--- src/rtl/iq_decimator_if.sv ---
// iq_decimator_if: run control, mixer input and decimated-output handshake
// bundle for iq_decimator.
//   en, dec_ratio, shift         run enable, ratio N, output right-shift
//   in_i, in_q, in_val           four signed 16-bit lanes per word, qualifier
//   out_i, out_q, out_val        FIFO head sample and its valid flag
//   out_rdy                      consumer accept (pop on out_val & out_rdy)
//   overflow                     sticky "a result was dropped" flag
// master = producer/consumer side (testbench or system), slave = decimator.
interface iq_decimator_if #(
  parameter int unsigned DEC_W = 16,
  parameter int unsigned OUT_W = 32
);
  logic             en;
  logic [DEC_W-1:0] dec_ratio;
  logic [4:0]       shift;
  logic [63:0]      in_i;
  logic [63:0]      in_q;
  logic             in_val;
  logic [OUT_W-1:0] out_i;
  logic [OUT_W-1:0] out_q;
  logic             out_val;
  logic             out_rdy;
  logic             overflow;

  modport master (
    output en, dec_ratio, shift, in_i, in_q, in_val, out_rdy,
    input  out_i, out_q, out_val, overflow
  );

  modport slave (
    input  en, dec_ratio, shift, in_i, in_q, in_val, out_rdy,
    output out_i, out_q, out_val, overflow
  );
endinterface

--- src/rtl/iq_decimator.sv ---
// iq_decimator: sums N valid mixer words (four I lanes and four Q lanes each),
// scales the total by an arithmetic right-shift with saturation to OUT_W and
// queues the result in a first-word-fall-through FIFO.
// Ports:
//   clk          sole clock, rising edge
//   rst          synchronous active-high reset
//   bus (slave)  iq_decimator_if: en, dec_ratio, shift, in_i, in_q, in_val,
//                out_i, out_q, out_val, out_rdy, overflow
// Optional build macro: IQ_DEC_ROUND_EN adds 2^(shift-1) before the shift
// (round half up); without it the shift truncates toward -inf.
// FIFO_DEPTH must be a power of two, at least 2.
module iq_decimator #(
  parameter int unsigned DEC_W      = 16,
  parameter int unsigned ACC_W      = 34,
  parameter int unsigned OUT_W      = 32,
  parameter int unsigned FIFO_DEPTH = 4
) (
  input  logic          clk,
  input  logic          rst,
  iq_decimator_if.slave bus
);

  localparam int unsigned LANE_W = 16;
  localparam int unsigned LSUM_W = 18;          // four 16-bit lanes
  localparam int unsigned SUM_W  = ACC_W + 1;   // one guard bit for rounding
  localparam int unsigned PTR_W  = $clog2(FIFO_DEPTH);
  localparam int unsigned CNT_W  = $clog2(FIFO_DEPTH) + 1;

  typedef enum logic {IDLE = 1'b0, ACCUM = 1'b1} state_t;

  typedef struct packed {
    logic [OUT_W-1:0] q;
    logic [OUT_W-1:0] i;
  } sample_t;

  // Sign-extended sum of the four 16-bit lanes of one word.
  function automatic logic signed [LSUM_W-1:0] lane_sum(input logic [63:0] w);
    logic signed [LSUM_W-1:0] s;
    s = '0;
    for (int k = 0; k < 4; k++) begin
      s = s + LSUM_W'($signed(w[k*LANE_W +: LANE_W]));
    end
    return s;
  endfunction

  // total >>> sh (optionally rounded), clamped to the signed OUT_W range.
  function automatic logic [OUT_W-1:0] scale(input logic signed [ACC_W-1:0] total,
                                             input logic [4:0]              sh);
    logic signed [SUM_W-1:0] t;
    logic signed [SUM_W-1:0] r;
    logic [SUM_W-OUT_W:0]    top;
    t = SUM_W'(total);
`ifdef IQ_DEC_ROUND_EN
    if (sh != 5'd0) begin
      t = t + (SUM_W'(1) << (sh - 5'd1));
    end
`endif
    r   = t >>> sh;
    top = r[SUM_W-1:OUT_W-1];
    // Fits when every bit above the OUT_W sign bit matches it.
    if ((&top) || !(|top)) begin
      return r[OUT_W-1:0];
    end else if (r[SUM_W-1]) begin
      return {1'b1, {(OUT_W-1){1'b0}}};
    end else begin
      return {1'b0, {(OUT_W-1){1'b1}}};
    end
  endfunction

  state_t                  state_q, state_d;
  logic signed [ACC_W-1:0] acc_i_q, acc_i_d, acc_q_q, acc_q_d;
  logic signed [ACC_W-1:0] total_i_c, total_q_c;
  logic [DEC_W-1:0]        cnt_q, cnt_d;
  logic [DEC_W-1:0]        n_last_q, n_last_d;
  logic [4:0]              shift_q, shift_d;
  logic                    dump_c;

  logic                    stg_val_q;
  sample_t                 stg_q, stg_d;

  sample_t                 mem [FIFO_DEPTH];
  logic [PTR_W-1:0]        rd_ptr_q, rd_ptr_d, wr_ptr_q, wr_ptr_d;
  logic [CNT_W-1:0]        count_q, count_d;
  sample_t                 head_q, head_d;
  logic                    out_val_q;
  logic                    overflow_q, overflow_d;
  logic                    push_c, pop_c, full_c, wr_en_c;

  // Running totals including the current word.
  assign total_i_c = acc_i_q + ACC_W'(lane_sum(bus.in_i));
  assign total_q_c = acc_q_q + ACC_W'(lane_sum(bus.in_q));

  // Accumulate FSM state register.
  always_ff @(posedge clk) begin
    if (rst) begin
      state_q  <= IDLE;
      acc_i_q  <= '0;
      acc_q_q  <= '0;
      cnt_q    <= '0;
      n_last_q <= '0;
      shift_q  <= '0;
    end else begin
      state_q  <= state_d;
      acc_i_q  <= acc_i_d;
      acc_q_q  <= acc_q_d;
      cnt_q    <= cnt_d;
      n_last_q <= n_last_d;
      shift_q  <= shift_d;
    end
  end

  // Accumulate FSM next state; dump_c marks the last word of a block.
  always_comb begin
    state_d  = state_q;
    acc_i_d  = acc_i_q;
    acc_q_d  = acc_q_q;
    cnt_d    = cnt_q;
    n_last_d = n_last_q;
    shift_d  = shift_q;
    dump_c   = 1'b0;
    case (state_q)
      IDLE: begin
        acc_i_d = '0;
        acc_q_d = '0;
        cnt_d   = '0;
        if (bus.en) begin
          state_d  = ACCUM;
          // Ratio 0 behaves as ratio 1: every word is the last of its block.
          n_last_d = (bus.dec_ratio == '0) ? '0 : bus.dec_ratio - DEC_W'(1);
          shift_d  = bus.shift;
        end
      end
      ACCUM: begin
        if (!bus.en) begin
          state_d = IDLE;
          acc_i_d = '0;
          acc_q_d = '0;
          cnt_d   = '0;
        end else if (bus.in_val) begin
          if (cnt_q == n_last_q) begin
            dump_c  = 1'b1;
            acc_i_d = '0;
            acc_q_d = '0;
            cnt_d   = '0;
          end else begin
            acc_i_d = total_i_c;
            acc_q_d = total_q_c;
            cnt_d   = cnt_q + DEC_W'(1);
          end
        end
      end
      default: state_d = IDLE;
    endcase
  end

  // Output stage: scaled, saturated block total.
  always_comb begin
    stg_d   = stg_q;
    stg_d.i = scale(total_i_c, shift_q);
    stg_d.q = scale(total_q_c, shift_q);
  end

  always_ff @(posedge clk) begin
    if (rst) begin
      stg_val_q <= 1'b0;
      stg_q     <= '0;
    end else begin
      stg_val_q <= dump_c;
      if (dump_c) begin
        stg_q <= stg_d;
      end
    end
  end

  // FIFO control; the head is pre-computed so out_i/out_q come from flops.
  always_comb begin
    push_c   = stg_val_q;
    pop_c    = out_val_q & bus.out_rdy;
    full_c   = (count_q == CNT_W'(FIFO_DEPTH));
    // A full FIFO still accepts a push when the head leaves the same cycle.
    wr_en_c  = push_c & (~full_c | pop_c);
    rd_ptr_d = pop_c   ? rd_ptr_q + PTR_W'(1) : rd_ptr_q;
    wr_ptr_d = wr_en_c ? wr_ptr_q + PTR_W'(1) : wr_ptr_q;
    count_d  = count_q;
    case ({wr_en_c, pop_c})
      2'b10:   count_d = count_q + CNT_W'(1);
      2'b01:   count_d = count_q - CNT_W'(1);
      default: count_d = count_q;
    endcase
    if (count_d == '0) begin
      head_d = '0;
    end else if (wr_en_c && (wr_ptr_q == rd_ptr_d)) begin
      head_d = stg_q;   // entry being written becomes the head
    end else begin
      head_d = mem[rd_ptr_d];
    end
    overflow_d = overflow_q | (push_c & full_c & ~pop_c);
  end

  // FIFO storage; contents are don't-care until written.
  always_ff @(posedge clk) begin
    if (wr_en_c) begin
      mem[wr_ptr_q] <= stg_q;
    end
  end

  // FIFO pointers, occupancy and registered outputs.
  always_ff @(posedge clk) begin
    if (rst) begin
      rd_ptr_q   <= '0;
      wr_ptr_q   <= '0;
      count_q    <= '0;
      head_q     <= '0;
      out_val_q  <= 1'b0;
      overflow_q <= 1'b0;
    end else begin
      rd_ptr_q   <= rd_ptr_d;
      wr_ptr_q   <= wr_ptr_d;
      count_q    <= count_d;
      head_q     <= head_d;
      out_val_q  <= (count_d != '0);
      overflow_q <= overflow_d;
    end
  end

  assign bus.out_i    = head_q.i;
  assign bus.out_q    = head_q.q;
  assign bus.out_val  = out_val_q;
  assign bus.overflow = overflow_q;

endmodule

--- src/flat_wrapper.sv ---
// flat-port wrapper written by rule: the top's interface ports become plain ports
module iq_decimator_flat 
#(
  parameter int unsigned DEC_W      = 16,
  parameter int unsigned ACC_W      = 34,
  parameter int unsigned OUT_W      = 32,
  parameter int unsigned FIFO_DEPTH = 4
)
  (clk, rst, bus_en, bus_dec_ratio, bus_shift, bus_in_i, bus_in_q, bus_in_val, bus_out_rdy, bus_out_i, bus_out_q, bus_out_val, bus_overflow);
  iq_decimator_if #(.DEC_W(DEC_W), .OUT_W(OUT_W)) bus_i ();
  input  logic clk;
  input  logic rst;
  input wire logic [$bits(bus_i.en)-1:0] bus_en;
  input wire logic [$bits(bus_i.dec_ratio)-1:0] bus_dec_ratio;
  input wire logic [$bits(bus_i.shift)-1:0] bus_shift;
  input wire logic [$bits(bus_i.in_i)-1:0] bus_in_i;
  input wire logic [$bits(bus_i.in_q)-1:0] bus_in_q;
  input wire logic [$bits(bus_i.in_val)-1:0] bus_in_val;
  input wire logic [$bits(bus_i.out_rdy)-1:0] bus_out_rdy;
  output wire logic [$bits(bus_i.out_i)-1:0] bus_out_i;
  output wire logic [$bits(bus_i.out_q)-1:0] bus_out_q;
  output wire logic [$bits(bus_i.out_val)-1:0] bus_out_val;
  output wire logic [$bits(bus_i.overflow)-1:0] bus_overflow;
  assign bus_i.en = bus_en;
  assign bus_i.dec_ratio = bus_dec_ratio;
  assign bus_i.shift = bus_shift;
  assign bus_i.in_i = bus_in_i;
  assign bus_i.in_q = bus_in_q;
  assign bus_i.in_val = bus_in_val;
  assign bus_i.out_rdy = bus_out_rdy;
  assign bus_out_i = bus_i.out_i;
  assign bus_out_q = bus_i.out_q;
  assign bus_out_val = bus_i.out_val;
  assign bus_overflow = bus_i.overflow;
  iq_decimator #(.DEC_W(DEC_W), .ACC_W(ACC_W), .OUT_W(OUT_W), .FIFO_DEPTH(FIFO_DEPTH)) u_core (.clk(clk), .rst(rst), .bus(bus_i));
endmodule
--- config.mk ---
export PLATFORM = sky130hd
export DESIGN_NAME = iq_decimator_flat
export DESIGN_NICKNAME = d
export VERILOG_FILES = /design/src/rtl/iq_decimator_if.sv /design/src/rtl/iq_decimator.sv /design/src/flat_wrapper.sv
export SDC_FILE = /design/constraint.sdc
export NUM_CORES = 1
export LEC_CHECK = 0
export CORE_UTILIZATION = 30
export DETAILED_ROUTE_END_ITERATION = 7
export SYNTH_ARGS = -nofsm -noshare
export SYNTH_HDL_FRONTEND = slang
export SYNTH_SLANG_ARGS = --single-unit
--- constraint.sdc ---
create_clock -name clk -period 7.2 [get_ports clk]
set_input_delay 1.08 -clock clk [delete_from_list [all_inputs] [get_ports clk]]
set_output_delay 1.08 -clock clk [all_outputs]
set_load 0.03 [all_outputs]
==> results.cfg <==
[logic_synthesis]
syn_nets = 3592
synth_edf_count = 256
syn_inst = 3230
yosysSeqAreaShare = 0.397
synth_area_leaders = edfxtp_1, dfxtp_1, fa_1
synth_cell_types = 94
ys_ff_latch = 500
synth_area_mm2 = 0.0317
synth_top_area_frac = 0.243
synth_common_cells = inv_1, nand2_1, nor2_1
synthArstFlopShare = 0
synth_area_leader_cell = edfxtp_1
yosysMostFrequentCell = inv_1
synth_area_per_cell_um2 = 9.81
ys_warn_count = 0
synth_ff_type = edfxtp_1

[worst_setup_path]
worst_setup_path_start_kind = input pin
cp_common_cell = inv_1
path_delay_family = adder cells
r2r_start = u_core.acc_q_q[12]$_SDFFE_PP0P_
cp.buffers_inverters = 5
r2r_end = u_core.stg_q[36]$_SDFFE_PP0P_
cp_slowest_cell = fa_1
cp_slowest_stage_delay_ps = 590
end_kind = flip-flop
required_ps = 7750
r2r.worst_path.cells = 14
path_cells = clkdlybuf4s50_1, inv_1, fa_1, inv_1, fa_1, inv_1, fa_1, inv_1, ha_1, nand4_1, or3_1, or3_1, and2_0, a311o_1, and2_4, o221a_2, a311oi_1, a31oi_1, o32ai_1
r2r_slack_ps = 2410
critPathKind = input pin to flip-flop
worstPathArrival_ps = 7220
critPathMaxFanout = 13

[timing]
slew_headroom = 0.321
setup_viol = 0
skew_ps = 52.6
drv_slew = 0
finalCritPeriodShare = 0.927
period_minus_slack_ps = 6680
fmax_mhz = 150
worst_pin_slew_ps = 1020
rsz0062_at_grt = no
hold_violations = 0

[pwr]
total_power_mw = 13.7
leakage_nw = 15.1
p_per_area_mw_per_mm2 = 363
ir_worst_vdd_mv = 0.255

[grt]
overflow = 0
grt_use_total = 0.172
grt_pass1_vias = 24500
grt_pass1_wl_um = 146000
grt_max_degree = 77
antenna_found_initial = 0

[route]
avgRoutedWirePerCell_um = 19.1
vias = 25300
drc = 0
first_pass_iters = 8
ant_nets = 0
drt_iter0_markers = 2531
via_per_inst = 5.19
drt-total-wl_um = 92700

[cells_and_area]
fillCellCount = 10500
fin_area_mm2 = 0.0378
finalNetCount = 3804
drive_gt1_frac = 0.116
n_antenna_cell = 0
area_delta_synth_final_pct = 19.2

[clock_tree]
worstSkewPairLatency_ps = 670
cts_resized = 0
cts_setup_buffers = 0
cts_root_buf = clkbuf_16
cts_made_buffers = 55
clk_pin_slew_ps = 60
clock_path_buffers = 3
cts_tree = yes
cts_hold_buf = 0
cts_sinks = 500
htreeDepth = 2

[floorplanning]
rows = 118
die_w_um = 327
boundaryPins = 220
dieArea_mm2 = 0.107
die_height_um = 327
initial_utilization = 0.304
core_mm2 = 0.104

[place]
place_congestion = 0.953
place_area_mm2 = 0.0359
portBuffers = 219
dp.final_hpwl_um = 66800

[run]
maxCapViolCount = 0

[outcome]
status = finished, final reports clean

[worst_hold_path]
hp-class = flip-flop to flip-flop
holdPathStages = 2
hp-start = u_core.shift_q[1]$_SDFFE_PP0P_
hold_end = u_core.shift_q[1]$_SDFFE_PP0P_
## cell families after synthesis
logic type      Yosys count  synth area share
mux                     168            0.0949
fa+ha+maj               208             0.113
flops                   500             0.397
buf+inv                 604            0.0727
compound gates          810             0.176
xor+xnor                 91            0.0252
simple gates            849             0.122
## flip-flops by register name (all words and copies together) (netlist names)
name                 cells
u_core.mem             256
u_core.stg_q            64
u_core.acc_i_q          34
u_core.acc_q_q          34
u_core.bus.out_i        32
u_core.bus.out_q        32
u_core.cnt_q            16
u_core.n_last_q         16
u_core.shift_q           5
u_core.count_q           3
u_core.rd_ptr_q          2
u_core.wr_ptr_q          2
u_core.bus.out_val       1
u_core.bus.overflow      1
u_core.push_c            1
u_core.state_q           1
## cells in the final DEF, fill, tap and decap left out, drive strengths merged, types with 15 or more instances in the layout
| cell | n |
|---|---|
| clkdlybuf4s50 | 218 |
| a221oi | 15 |
| inv | 413 |
| clkinv | 21 |
| nor4 | 24 |
| xnor2 | 46 |
| clkbuf | 70 |
| xor2 | 45 |
| a21o | 35 |
| a31oi | 24 |
| and2 | 30 |
| and3 | 27 |
| nor2 | 266 |
| o211ai | 44 |
| a21oi | 222 |
| o22ai | 22 |
| o21a | 23 |
| a211o | 25 |
| nand2b | 18 |
| a22oi | 85 |
| nand4 | 25 |
| dfxtp | 244 |
| mux4 | 104 |
| fa | 131 |
| nand3 | 42 |
| nand2 | 298 |
| mux2 | 16 |
| edfxtp | 256 |
| buf | 131 |
| mux2i | 48 |
| ha | 77 |
| or3 | 20 |
| a211oi | 46 |
| nor3 | 51 |
| o21ai | 110 |
## worst register-to-register path: stages, from the launching register on
cell	delay, ps
dfxtp_1	330
inv_1	70
fa_1	550
inv_1	50
ha_1	460
nand4_1	210
or3_1	370
or3_1	370
and2_0	310
a311o_1	410
and2_4	220
o221a_2	240
a311oi_1	590
a31oi_1	260
o32ai_1	270
## through the flow
stage,utilization,TNS [ps],hold WS (ps),setup WS [ps],cells
floorplan,-,0,436,856,3230
global placement,0.345,-108,454,-99.5,4765
detailed placement,0.345,-184,462,-122,4765
CTS,0.363,0,470,544,4868
global route,0.363,0,495,235,4868
finish,0.363,0,467,524,4868
## power breakdown
part           total [mW]  internal [mW]  leakage, nW  switching (mW)
Combinational        7.81           3.09         10.0            4.71
Sequential           3.04           3.01         4.18          0.0312
Clock                2.87           1.63        0.882            1.24
Total                13.7           7.73         15.1            5.99
## per-layer routing
layer | track usage | part of all wire | vias up
met4 | 0.0406 | 0.023 | 0
met5 | 0 | 0 | -
met1 | 0.250 | 0.47 | 12400
met3 | 0.0266 | 0.062 | 124
met2 | 0.266 | 0.45 | 793
li1 | - | - | 12000
## final cells by class
| type | instances | area [µm²] | share of cell area |
|---|---|---|---|
| multi-input combinational | 2126 | 16900 | 0.448 |
| timing repair buffer | 349 | 3190 | 0.0845 |
| sequential | 500 | 12600 | 0.333 |
| tap | 1380 | 1730 | 0.0457 |
| clock inverter | 33 | 369 | 0.00977 |
| inverter | 410 | 1540 | 0.0407 |
| clock buffer | 70 | 1460 | 0.0387 |
## worst max path at each step
| stage | slack, ps | to | cells after the start | startpoint |
|---|---|---|---|---|
| finish | 520 | u_core.stg_q[36]$_SDFFE_PP0P_ | 19 | bus_in_q[15] |
| floorplan | 860 | u_core.stg_q[2]$_SDFFE_PP0P_ | 20 | bus_in_i[15] |
| CTS | 540 | u_core.stg_q[36]$_SDFFE_PP0P_ | 19 | bus_in_q[15] |
| global placement | -100 | u_core.stg_q[36]$_SDFFE_PP0P_ | 21 | bus_in_q[15] |
| detailed placement | -120 | u_core.stg_q[36]$_SDFFE_PP0P_ | 19 | bus_in_q[15] |
| global route | 240 | u_core.stg_q[48]$_SDFFE_PP0P_ | 19 | bus_in_q[15] |
No activity file was read; power rests on OpenSTA's default activity.
